**src/rtl/rotaciona_linhas_seq.sv**
```systemverilog
// rotaciona_linhas_seq
//
// Iterative row-rotation stage between the substitution and column-mix stages.
// Row r of the state ends up rotated by (r mod COLUNAS) bytes. One shared byte
// shifter does one single-byte step per clock. Blocks enter and leave through
// valid/ready handshakes.
//
// Optional build macro ROTACIONA_INVERSA_EN: when defined, modo=1 selects right
// rotation (decipher path). When undefined, modo is ignored, every block is
// rotated left, and no right-step logic exists.
//
// Ports:
//   clk            clock, rising edge
//   rst_n          synchronous active-low reset
//   entrada_valida input block/mode valid
//   entrada_pronta block can be accepted (idle and not in reset)
//   bloco          input state, row 0 in the MSBs, byte 0 = MSB of each row
//   modo           0 = rotate left, 1 = rotate right (only with the macro)
//   saida_valida   saida holds a finished result
//   saida_pronta   downstream accepts the result
//   saida          rotated state, held after the handshake until the next result
//   ocupado        a block is being rotated or waits to be delivered
//
// estado    | meaning
// OCIOSO    | waiting for an input block
// ROTACIONA | one byte step per clock on every row still short of its amount
// CONCLUIDO | result on saida, waiting for saida_pronta

module rotaciona_linhas_seq #(
    parameter int LINHAS       = 4,
    parameter int COLUNAS      = 4,
    parameter int LARGURA_BYTE = 8
) (
    input  logic                                    clk,
    input  logic                                    rst_n,
    input  logic                                    entrada_valida,
    output logic                                    entrada_pronta,
    input  logic [LINHAS*COLUNAS*LARGURA_BYTE-1:0]  bloco,
    input  logic                                    modo,
    output logic                                    saida_valida,
    input  logic                                    saida_pronta,
    output logic [LINHAS*COLUNAS*LARGURA_BYTE-1:0]  saida,
    output logic                                    ocupado
);

    localparam int LARG_LINHA = COLUNAS * LARGURA_BYTE;
    localparam int LARG       = LINHAS * LARG_LINHA;
    localparam int CW         = (LINHAS > 1) ? $clog2(LINHAS) : 1;
    localparam int ULT        = (LINHAS > 1) ? LINHAS - 2 : 0;
    localparam logic [CW-1:0] CNT_ULT = CW'(ULT);

    typedef enum logic [1:0] {
        OCIOSO    = 2'd0,
        ROTACIONA = 2'd1,
        CONCLUIDO = 2'd2
    } estado_t;

    estado_t            estado;
    estado_t            estado_prox;
    logic [CW-1:0]      cnt;
    logic [LARG-1:0]    dados;
    logic [LARG-1:0]    dados_passo;

`ifdef ROTACIONA_INVERSA_EN
    logic               modo_reg;
`else
    logic               unused_modo;
    assign unused_modo = modo;
`endif

    // Shifts written as shift/or so a single-byte row (COLUNAS=1) degenerates
    // to the identity instead of an empty part-select.
    function automatic logic [LARG_LINHA-1:0] passo_esq(input logic [LARG_LINHA-1:0] l);
        return (l << LARGURA_BYTE) | (l >> (LARG_LINHA - LARGURA_BYTE));
    endfunction

`ifdef ROTACIONA_INVERSA_EN
    function automatic logic [LARG_LINHA-1:0] passo_dir(input logic [LARG_LINHA-1:0] l);
        return (l >> LARGURA_BYTE) | (l << (LARG_LINHA - LARGURA_BYTE));
    endfunction
`endif

    // Row r keeps stepping while cnt < r, so after LINHAS-1 steps it has
    // moved exactly r bytes; row 0 is never touched.
    always_comb begin
        dados_passo = dados;
        for (int r = 1; r < LINHAS; r++) begin
            if (r > int'(cnt)) begin
`ifdef ROTACIONA_INVERSA_EN
                dados_passo[LARG-1-r*LARG_LINHA -: LARG_LINHA] = modo_reg
                    ? passo_dir(dados[LARG-1-r*LARG_LINHA -: LARG_LINHA])
                    : passo_esq(dados[LARG-1-r*LARG_LINHA -: LARG_LINHA]);
`else
                dados_passo[LARG-1-r*LARG_LINHA -: LARG_LINHA] =
                    passo_esq(dados[LARG-1-r*LARG_LINHA -: LARG_LINHA]);
`endif
            end
        end
    end

    always_ff @(posedge clk) begin
        if (!rst_n) begin
            estado <= OCIOSO;
        end else begin
            estado <= estado_prox;
        end
    end

    always_comb begin
        estado_prox    = estado;
        entrada_pronta = 1'b0;
        ocupado        = 1'b0;
        case (estado)
            OCIOSO: begin
                entrada_pronta = rst_n;
                if (entrada_valida) begin
                    estado_prox = (LINHAS > 1) ? ROTACIONA : CONCLUIDO;
                end
            end
            ROTACIONA: begin
                ocupado = 1'b1;
                if (cnt == CNT_ULT) begin
                    estado_prox = CONCLUIDO;
                end
            end
            CONCLUIDO: begin
                ocupado = 1'b1;
                if (saida_pronta) begin
                    estado_prox = OCIOSO;
                end
            end
            default: begin
                estado_prox = OCIOSO;
            end
        endcase
    end

    always_ff @(posedge clk) begin
        if (!rst_n) begin
            cnt          <= '0;
            dados        <= '0;
            saida        <= '0;
            saida_valida <= 1'b0;
`ifdef ROTACIONA_INVERSA_EN
            modo_reg     <= 1'b0;
`endif
        end else begin
            case (estado)
                OCIOSO: begin
                    if (entrada_valida) begin
                        dados <= bloco;
                        cnt   <= '0;
`ifdef ROTACIONA_INVERSA_EN
                        modo_reg <= modo;
`endif
                        // A single-row state needs no rotation at all.
                        if (LINHAS == 1) begin
                            saida        <= bloco;
                            saida_valida <= 1'b1;
                        end
                    end
                end
                ROTACIONA: begin
                    dados <= dados_passo;
                    cnt   <= cnt + 1'b1;
                    if (cnt == CNT_ULT) begin
                        saida        <= dados_passo;
                        saida_valida <= 1'b1;
                    end
                end
                CONCLUIDO: begin
                    if (saida_pronta) begin
                        saida_valida <= 1'b0;
                    end
                end
                default: begin
                end
            endcase
        end
    end

endmodule

```
**config.mk**
```make
export PLATFORM = sky130hd
export DESIGN_NAME = rotaciona_linhas_seq
export DESIGN_NICKNAME = d
export VERILOG_FILES = /design/src/rtl/rotaciona_linhas_seq.sv
export SDC_FILE = /design/constraint.sdc
export NUM_CORES = 1
export LEC_CHECK = 0
export BUFFER_PORTS_ARGS = -buffer_cell sky130_fd_sc_hd__buf_2
export CORE_MARGIN = 3
export CORE_UTILIZATION = 55
export DETAILED_ROUTE_END_ITERATION = 10
export HOLD_SLACK_MARGIN = 0.05
export PLACE_DENSITY = 0.82
export SYNTH_ARGS = -nofsm -noshare
export SYNTH_HDL_FRONTEND = slang
export SYNTH_SLANG_ARGS = --single-unit
```
**constraint.sdc**
```tcl
create_clock -name clk -period 4.2 [get_ports clk]
set_input_delay 0.42 -clock clk [delete_from_list [all_inputs] [get_ports clk]]
set_output_delay 0.42 -clock clk [all_outputs]
set_load 0.1 [all_outputs]
```
==> flow_summary.toml, run 1 <==
[clock_network]
cts_max_path_buffers = 3
path_clk_slew_ps = 60
cts.sink_count = 261
cts_root_buf = "clkbuf_16"
clk-insertion-delay-late_ps = 510
htree_num_levels = 1
cts-hold-fix-buffers = 0
postCtsSetupBuffers = 0
cts_made_buffers = 26
postCtsResizedCells = 0
tritoncts_clock_tree = "yes"

[placed_design]
dp_cells = 1603
dp_hpwl_mm = 18.4
pre_cts_ws_ps = 1750
place_congestion = 0.825
port_buffers = 262

[outcome]
status = "finished clean"

[worst_setup_path]
critical_path.slowest_cell = "and2_4"
crit_type = "flip-flop to flip-flop"
r2r_setup_slack_ps = 1720
worst_setup_path_startpoint = "estado[0]$_SDFFE_PN0P_"
worst_r2r_startpoint = "estado[0]$_SDFFE_PN0P_"
critPathCaptureType = "flip-flop"
worstPathBufferInverterCount = 1
worst_ep_arrival_time_ps = 2930
cp_cell_sequence = "inv_1 -> ha_1 -> mux2i_2 -> and2_4 -> a22o_1"
critical_path.top_delay_family = "simple AND/OR/NAND/NOR gates"
worst-path-max-fanout = 96
worstRegToRegCells = 5
worst_setup_path_start_kind = "flip-flop"
worstSetupPathDepth = 5
worstPathRequired_ps = 4650
crit-reg2reg-capture = "dados[18]$_SDFFE_PN0P_"
worst_path_largest_cell_delay_ps = 890

[synthesis]
adder_cell_area_share_of_the_yosys_netlist = 0.0117
synth_cells = 1187
synth_top_family_by_area = "compound AO/OA/AOI/OAI gates"
synth_seq_cells = 261
synth_sequential_area_ratio = 0.488
ys_types = 24
synth.mux.area_fraction = 0.0920
syn_area_per_cell_um2 = 9.01
summed_instance_area_of_the_synthesized_netlist_um2 = 10700
yosysWarnings = 0
xor_xnor_fraction_of_synth_area = 0
synthSimpleGateAreaFrac = 0.128
synth_nets = 1330
synth_compound_gate_area_share = 0.224

[die]
std_cell_rows = 50
die_area_um2 = 21200
initial_core_util = 0.566
pin_count = 264
fp.dieW_um = 145
chipHeight_um = 145
coreArea_um2 = 18900

[finish]
area_delta_synth_final_pct = 19.7
final_cells = 1652
finalNetCount = 1514
fraction_of_layout_instances_using_a_drive_strength_above_1 = 0.229
layout.filler_cells = 1561

[power]
total_leakage_power_nw = 5.34
power.density_cell_area_nw_per_um2 = 505
worst_ir_drop_vdd_uv = 403

[grt]
global_route.usage.total = 0.252
grt_start_max_net_pins = 116
grt_antenna_before_repair = 2
via_count_of_the_first_global_routing_pass = 8856
grt_first_pass_wirelength_mm = 45.4
globalRouteOverflowTotal = 0

[job]
number_of_max_capacitance_violations_reported = 0

[timing]
report.final.slew_viol_count = 0
worst_slack_ps = 1720
relSlewSlack = 0.203
fin_hold_ws_ps = 192
tightestPinTransition_ps = 1200
timing.final.crit_period_ps = 2480
timing.clock.skew_ps = 7.34
report.final.hold_viol_count = 0
report.final.setup_viol = 0
grt_setup_unrepaired = "no"
tns_ps = 0
fmax_ghz = 0.403
fin_crit_sh = 0.592

[worst_hold_path]
hold_class = "input pin to flip-flop"
holdCritStartpoint = "bloco[116]"
min_delay_worst_endpoint = "dados[116]$_SDFFE_PN0P_"
holdPathStages = 3

[route]
total_number_of_vias = 9304
detail_route.iter0.violations = 568
post-route-drc-count = 0
detail-route-antenna-nets = 0
avgViaCountPerCell = 5.63
wl_per_cell_um = 17.0
detailedRoute.firstPassIterationCount = 5
wirelength_routed_mm = 28.1
-- layout by cell type, fill, tap and decap left out, drive strengths merged, types with 2 or more instances in the layout --
master / n
clkbuf: 40
nor2: 196
buf: 271
nand3: 2
ha: 10
a22o: 96
clkinv: 2
inv: 7
nand2b: 3
and2: 2
dfxtp: 261
bufinv: 4
a211oi: 96
nand4: 32
clkinvlp: 2
a21oi: 161
nand2: 103
mux2i: 98
a32oi: 2
-- cell usage after synthesis --
master / count / area share
or2_2: 1 / 0.00059
nor2_2: 1 / 0.00059
clkbuf_1: 46 / 0.016
a32oi_1: 2 / 0.0016
nor2_1: 195 / 0.068
and2_1: 2 / 0.0012
buf_1: 4 / 0.0014
ha_1: 10 / 0.012
nand2b_1: 3 / 0.0018
a22o_1: 96 / 0.079
nand3_1: 2 / 0.00094
dfxtp_1: 261 / 0.49
buf_4: 6 / 0.0042
nand2_1: 103 / 0.036
mux2i_2: 1 / 0.0013
inv_1: 7 / 0.0025
buf_2: 53 / 0.025
mux2i_1: 97 / 0.091
a21oi_1: 161 / 0.075
a211oi_1: 96 / 0.067
a311oi_1: 1 / 0.00082
nand4_1: 32 / 0.019
a31oi_1: 1 / 0.00059
buf_6: 6 / 0.0063
-- final cells by class --
class / instances / area, um^2 / share of cell area
well taps: 260 / 325 / 0.0254
flip-flops and latches: 261 / 5230 / 0.408
multi-input cells: 804 / 4900 / 0.383
inverters: 7 / 28.8 / 0.00225
clock buffers: 40 / 774 / 0.0605
repair buffers: 271 / 1400 / 0.110
clock inverters: 8 / 145 / 0.0113
diodes: 1 / 2.50 / 0.000195
-- where the power goes --
| part | switching, mW | total [mW] | leakage [nW] | internal (mW) |
|---|---|---|---|---|
| Sequential | 0.178 | 2.87 | 2.12 | 2.69 |
| Clock | 0.952 | 2.47 | 0.443 | 1.51 |
| Combinational | 0.713 | 1.13 | 2.77 | 0.419 |
| Total | 1.84 | 6.47 | 5.34 | 4.62 |
-- tightest hold or removal path: cells and delay by family --
| family | cells | cell delay (ps) |
|---|---|---|
| AOI/OAI and AO/OA | 1 | 70 |
| and+or+nand+nor | 1 | 70 |
| buffers and inverters | 1 | 90 |
-- how the worst max path moves through the flow --
| stage | end | slack [ps] |
|---|---|---|
| 2_1_floorplan | entrada_pronta | 1650 |
| 3_3_place_gp | dados[7]$_SDFFE_PN0P_ | 1740 |
| 3_5_place_dp | dados[12]$_SDFFE_PN0P_ | 1750 |
| 4_1_cts | dados[89]$_SDFFE_PN0P_ | 1780 |
| 5_1_grt | dados[41]$_SDFFE_PN0P_ | 1550 |
| 6_report | dados[18]$_SDFFE_PN0P_ | 1720 |
-- per-stage QoR --
step                      utilization  instance area [um^2]  power (mW)
after floorplan                     -                 10700        3.76
after global routing            0.678                 12800        6.75
after CTS                       0.678                 12800        6.50
final                           0.678                 12800        6.47
after global placement          0.629                 11900        4.01
after detailed placement        0.629                 11900        4.04
-- cells by family (layout without fill, tap and decap cells) --
kind of cell               Yosys count  count (layout)
buffers and inverters              122             326
other                                0               1
muxes                               98              98
and+or+nand+nor                    339             339
DFF                                261             261
adders and majority gates           10              10
AOI/OAI and AO/OA                  357             357
-- flip-flops by register name, summed over array words and instances, names as in the netlist --
register      count
dados           128
saida           128
cnt               2
estado            2
saida_valida      1
-- layer usage --
layer | part of all wire | GRT usage | vias up
met4 | 0.018 | 0.0589 | 2
met2 | 0.47 | 0.412 | 347
met3 | 0.085 | 0.0645 | 41
li1 | - | - | 4609
met1 | 0.42 | 0.337 | 4305
met5 | 0.00032 | 0 | -
No activity file was read; power rests on OpenSTA's default activity.
==> run 2, diff against run 1 <==
--- a/config.mk
+++ b/config.mk
@@ -5,12 +5,13 @@
 export SDC_FILE = /design/constraint.sdc
 export NUM_CORES = 1
 export LEC_CHECK = 0
+export ABC_AREA = 1
 export BUFFER_PORTS_ARGS = -buffer_cell sky130_fd_sc_hd__buf_2
 export CORE_MARGIN = 3
-export CORE_UTILIZATION = 55
+export CORE_UTILIZATION = 49
 export DETAILED_ROUTE_END_ITERATION = 10
 export HOLD_SLACK_MARGIN = 0.05
-export PLACE_DENSITY = 0.82
+export PLACE_DENSITY = 0.76
 export SYNTH_ARGS = -nofsm -noshare
 export SYNTH_HDL_FRONTEND = slang
 export SYNTH_SLANG_ARGS = --single-unit
==> constraint.sdc (replaced) <==
create_clock -name clk -period 2.01 [get_ports clk]
set_input_delay 0.201 -clock clk [delete_from_list [all_inputs] [get_ports clk]]
set_output_delay 0.201 -clock clk [all_outputs]
set_load 0.1 [all_outputs]
==> flow_summary.toml, run 2 <==
[die]
coreArea_um2 = 23800
pin_count = 264
chipHeight_um = 162
std_cell_rows = 56
fp.dieW_um = 162
die_area_um2 = 26400
initial_core_util = 0.505

[worst_setup_path]
worst_path_largest_cell_delay_ps = 320
critical_path.top_delay_family = "buffers and inverters"
critPathCaptureType = "primary output"
worst_r2r_startpoint = "estado[1]$_SDFFE_PN0P_"
cp_cell_sequence = "inv_1 -> ha_1 -> nand2_1 -> inv_1 -> clkbuf_4"
critical_path.slowest_cell = "clkbuf_4"
worstPathRequired_ps = 1810
crit_type = "flip-flop to primary output"
worstRegToRegCells = 8
worst_setup_path_startpoint = "estado[1]$_SDFFE_PN0P_"
crit-reg2reg-capture = "estado[1]$_SDFFE_PN0P_"
crit_path_end = "entrada_pronta"
worst-path-max-fanout = 5
worstPathBufferInverterCount = 3
worst_ep_arrival_time_ps = 1720
r2r_setup_slack_ps = 240
worstSetupPathDepth = 5
worst_setup_path_start_kind = "flip-flop"
cpMostUsedCell = "inv_1"

[clock_network]
cts.sink_count = 261
cts_made_buffers = 28
clk-insertion-delay-late_ps = 540
cts_root_buf = "clkbuf_16"
tritoncts_clock_tree = "yes"
htree_num_levels = 1
cts_max_path_buffers = 3
path_clk_slew_ps = 60

[synthesis]
async_reset_ff_frac = 0
syn_area_per_cell_um2 = 6.38
synth_seq_cells = 261
yosysTopAreaCellShare = 0.436
largest_cells_by_area_after_synthesis = "dfxtp_1, nor2_1, nand2_1"
count_leader_synth = "nor2_1"
ys_types = 16
synth_largest_area_cell = "dfxtp_1"
synth_nets = 2020
synth_sequential_area_ratio = 0.436
ys_dominant_reg_cell = "dfxtp_1"
synth_edf_count = 0
yosysWarnings = 0
synth_cells = 1877
summed_instance_area_of_the_synthesized_netlist_um2 = 12000
netlist_top_cells_count = "nor2_1, nand2_1, dfxtp_1"

[placed_design]
place_area_um2 = 13500
pre_cts_ws_ps = 147
dp_cells = 2360
dp_hpwl_mm = 21.7
place_congestion = 0.862
port_buffers = 262

[grt]
grt_antenna_before_repair = 0
grt_start_max_net_pins = 126
grt_first_pass_wirelength_mm = 57.9
globalRouteOverflowTotal = 0
via_count_of_the_first_global_routing_pass = 12100
global_route.usage.total = 0.259

[finish]
mostFrequentLayoutCell = "nor2_1"
count_of_antenna_diodes_in_the_layout = 0
area_delta_synth_final_pct = 29.9
layout.filler_cells = 2034
finalNetCount = 2323
postLayoutCoreUtil = 0.655
fraction_of_layout_instances_using_a_drive_strength_above_1 = 0.157
most-common-layout-cells = "nor2_1, nand2_1, dfxtp_1"
final_cells = 2521
final_design_area_no_fill_um2 = 15600
biggestRegsByFlops = "dados (128), saida (128)"

[outcome]
status = "finished clean"

[route]
avgViaCountPerCell = 5.02
post-route-drc-count = 0
detail-route-antenna-nets = 0
wirelength_routed_mm = 35.8
total_number_of_vias = 12600
wl_per_cell_um = 14.2
detail_route.iter0.violations = 1138
detailedRoute.firstPassIterationCount = 5

[power]
p_sw_mw = 8.50
total_leakage_power_nw = 7.59
power.switching_fraction = 0.408
seq_power_share = 0.333
worst_ir_drop_vdd_uv = 998
power.density_cell_area_nw_per_um2 = 1340
power_mw = 20.8
intPower_mw = 12.3
power_frac_clock = 0.260
power_frac_comb = 0.407

[timing]
fin_crit_sh = 0.956
report.final.slew_viol_count = 0
report.final.hold_viol_count = 0
relSlewSlack = 0.605
timing.final.crit_period_ps = 1920
report.final.setup_viol = 0
fin_hold_ws_ps = 63.7
tightestPinTransition_ps = 593
fmax_ghz = 0.520
timing.clock.skew_ps = 11.9
worst_slack_ps = 87.8
tns_ps = 0

[job]
number_of_max_capacitance_violations_reported = 0

[worst_hold_path]
hold_class = "input pin to flip-flop"
## run 2: cell types whose count changed after synthesis, sizes merged, moves of 13 or more
cell / previous run / this run
nand2: 103 / 430
nor2: 196 / 451
o21ai: 0 / 224
inv: 7 / 204
mux2i: 98 / 0
a211oi: 96 / 0
a22o: 96 / 0
nand3: 2 / 37
nand4: 32 / 0
a21oi: 161 / 132
clkbuf: 46 / 59
## run 2: cell families after synthesis
logic type,Yosys count,synth area share
and+or+nand+nor,918,0.292
AOI/OAI and AO/OA,356,0.149
DFF,261,0.436
adders and majority gates,10,0.0104
buffers and inverters,332,0.113
## run 2: worst min path at each step
stage	from	to	slack, ps	cells after the start
after floorplan	bloco[127]	dados[127]$_SDFFE_PN0P_	360	2
after global placement	dados[100]$_SDFFE_PN0P_	dados[100]$_SDFFE_PN0P_	450	2
after detailed placement	dados[121]$_SDFFE_PN0P_	dados[121]$_SDFFE_PN0P_	450	2
after CTS	bloco[78]	dados[78]$_SDFFE_PN0P_	50	5
after global routing	bloco[54]	dados[54]$_SDFFE_PN0P_	70	5
final	bloco[26]	dados[26]$_SDFFE_PN0P_	60	5
## run 2: layout make-up
class / count / area [um^2] / area share
multi-input combinational: 1285 / 5450 / 0.350
sequential: 261 / 5230 / 0.336
timing repair buffer: 399 / 2740 / 0.176
clock buffer: 44 / 852 / 0.0547
inverter: 205 / 774 / 0.0498
tap: 319 / 399 / 0.0256
clock inverter: 8 / 118 / 0.00756
## run 2: timing repair
item | 4_1_cts | 5_1_grt
endpoints found under the hold margin | 135 | 0
resized for setup | 0 | 5
buffers inserted | 0 | 1
hold buffers | 107 | 0
endpoints found under the setup margin | 0 | 29
## run 2: power by group through the flow
stage,clock (mW),sequential [mW],combinational [mW]
5_1_grt,5.71,7.05,9.61
4_1_cts,5.47,6.92,8.25
2_1_floorplan,0,7.09,6.04
3_3_place_gp,0,6.98,7.85
3_5_place_dp,0,7.02,8.03
6_report,5.41,6.93,8.48
## run 2: worst min-delay path, stage by stage
cell,delay (ps)
buf_2,110
inv_1,40
nor2_1,30
nor2_1,100
a21oi_1,70
## run 2: per-layer routing
| layer | part of all wire | vias up | GRT usage |
|---|---|---|---|
| li1 | - | 6357 | - |
| met1 | 0.43 | 5704 | 0.346 |
| met2 | 0.46 | 510 | 0.430 |
| met3 | 0.086 | 78 | 0.0511 |
| met4 | 0.026 | 0 | 0.0737 |
| met5 | 0 | - | 0 |
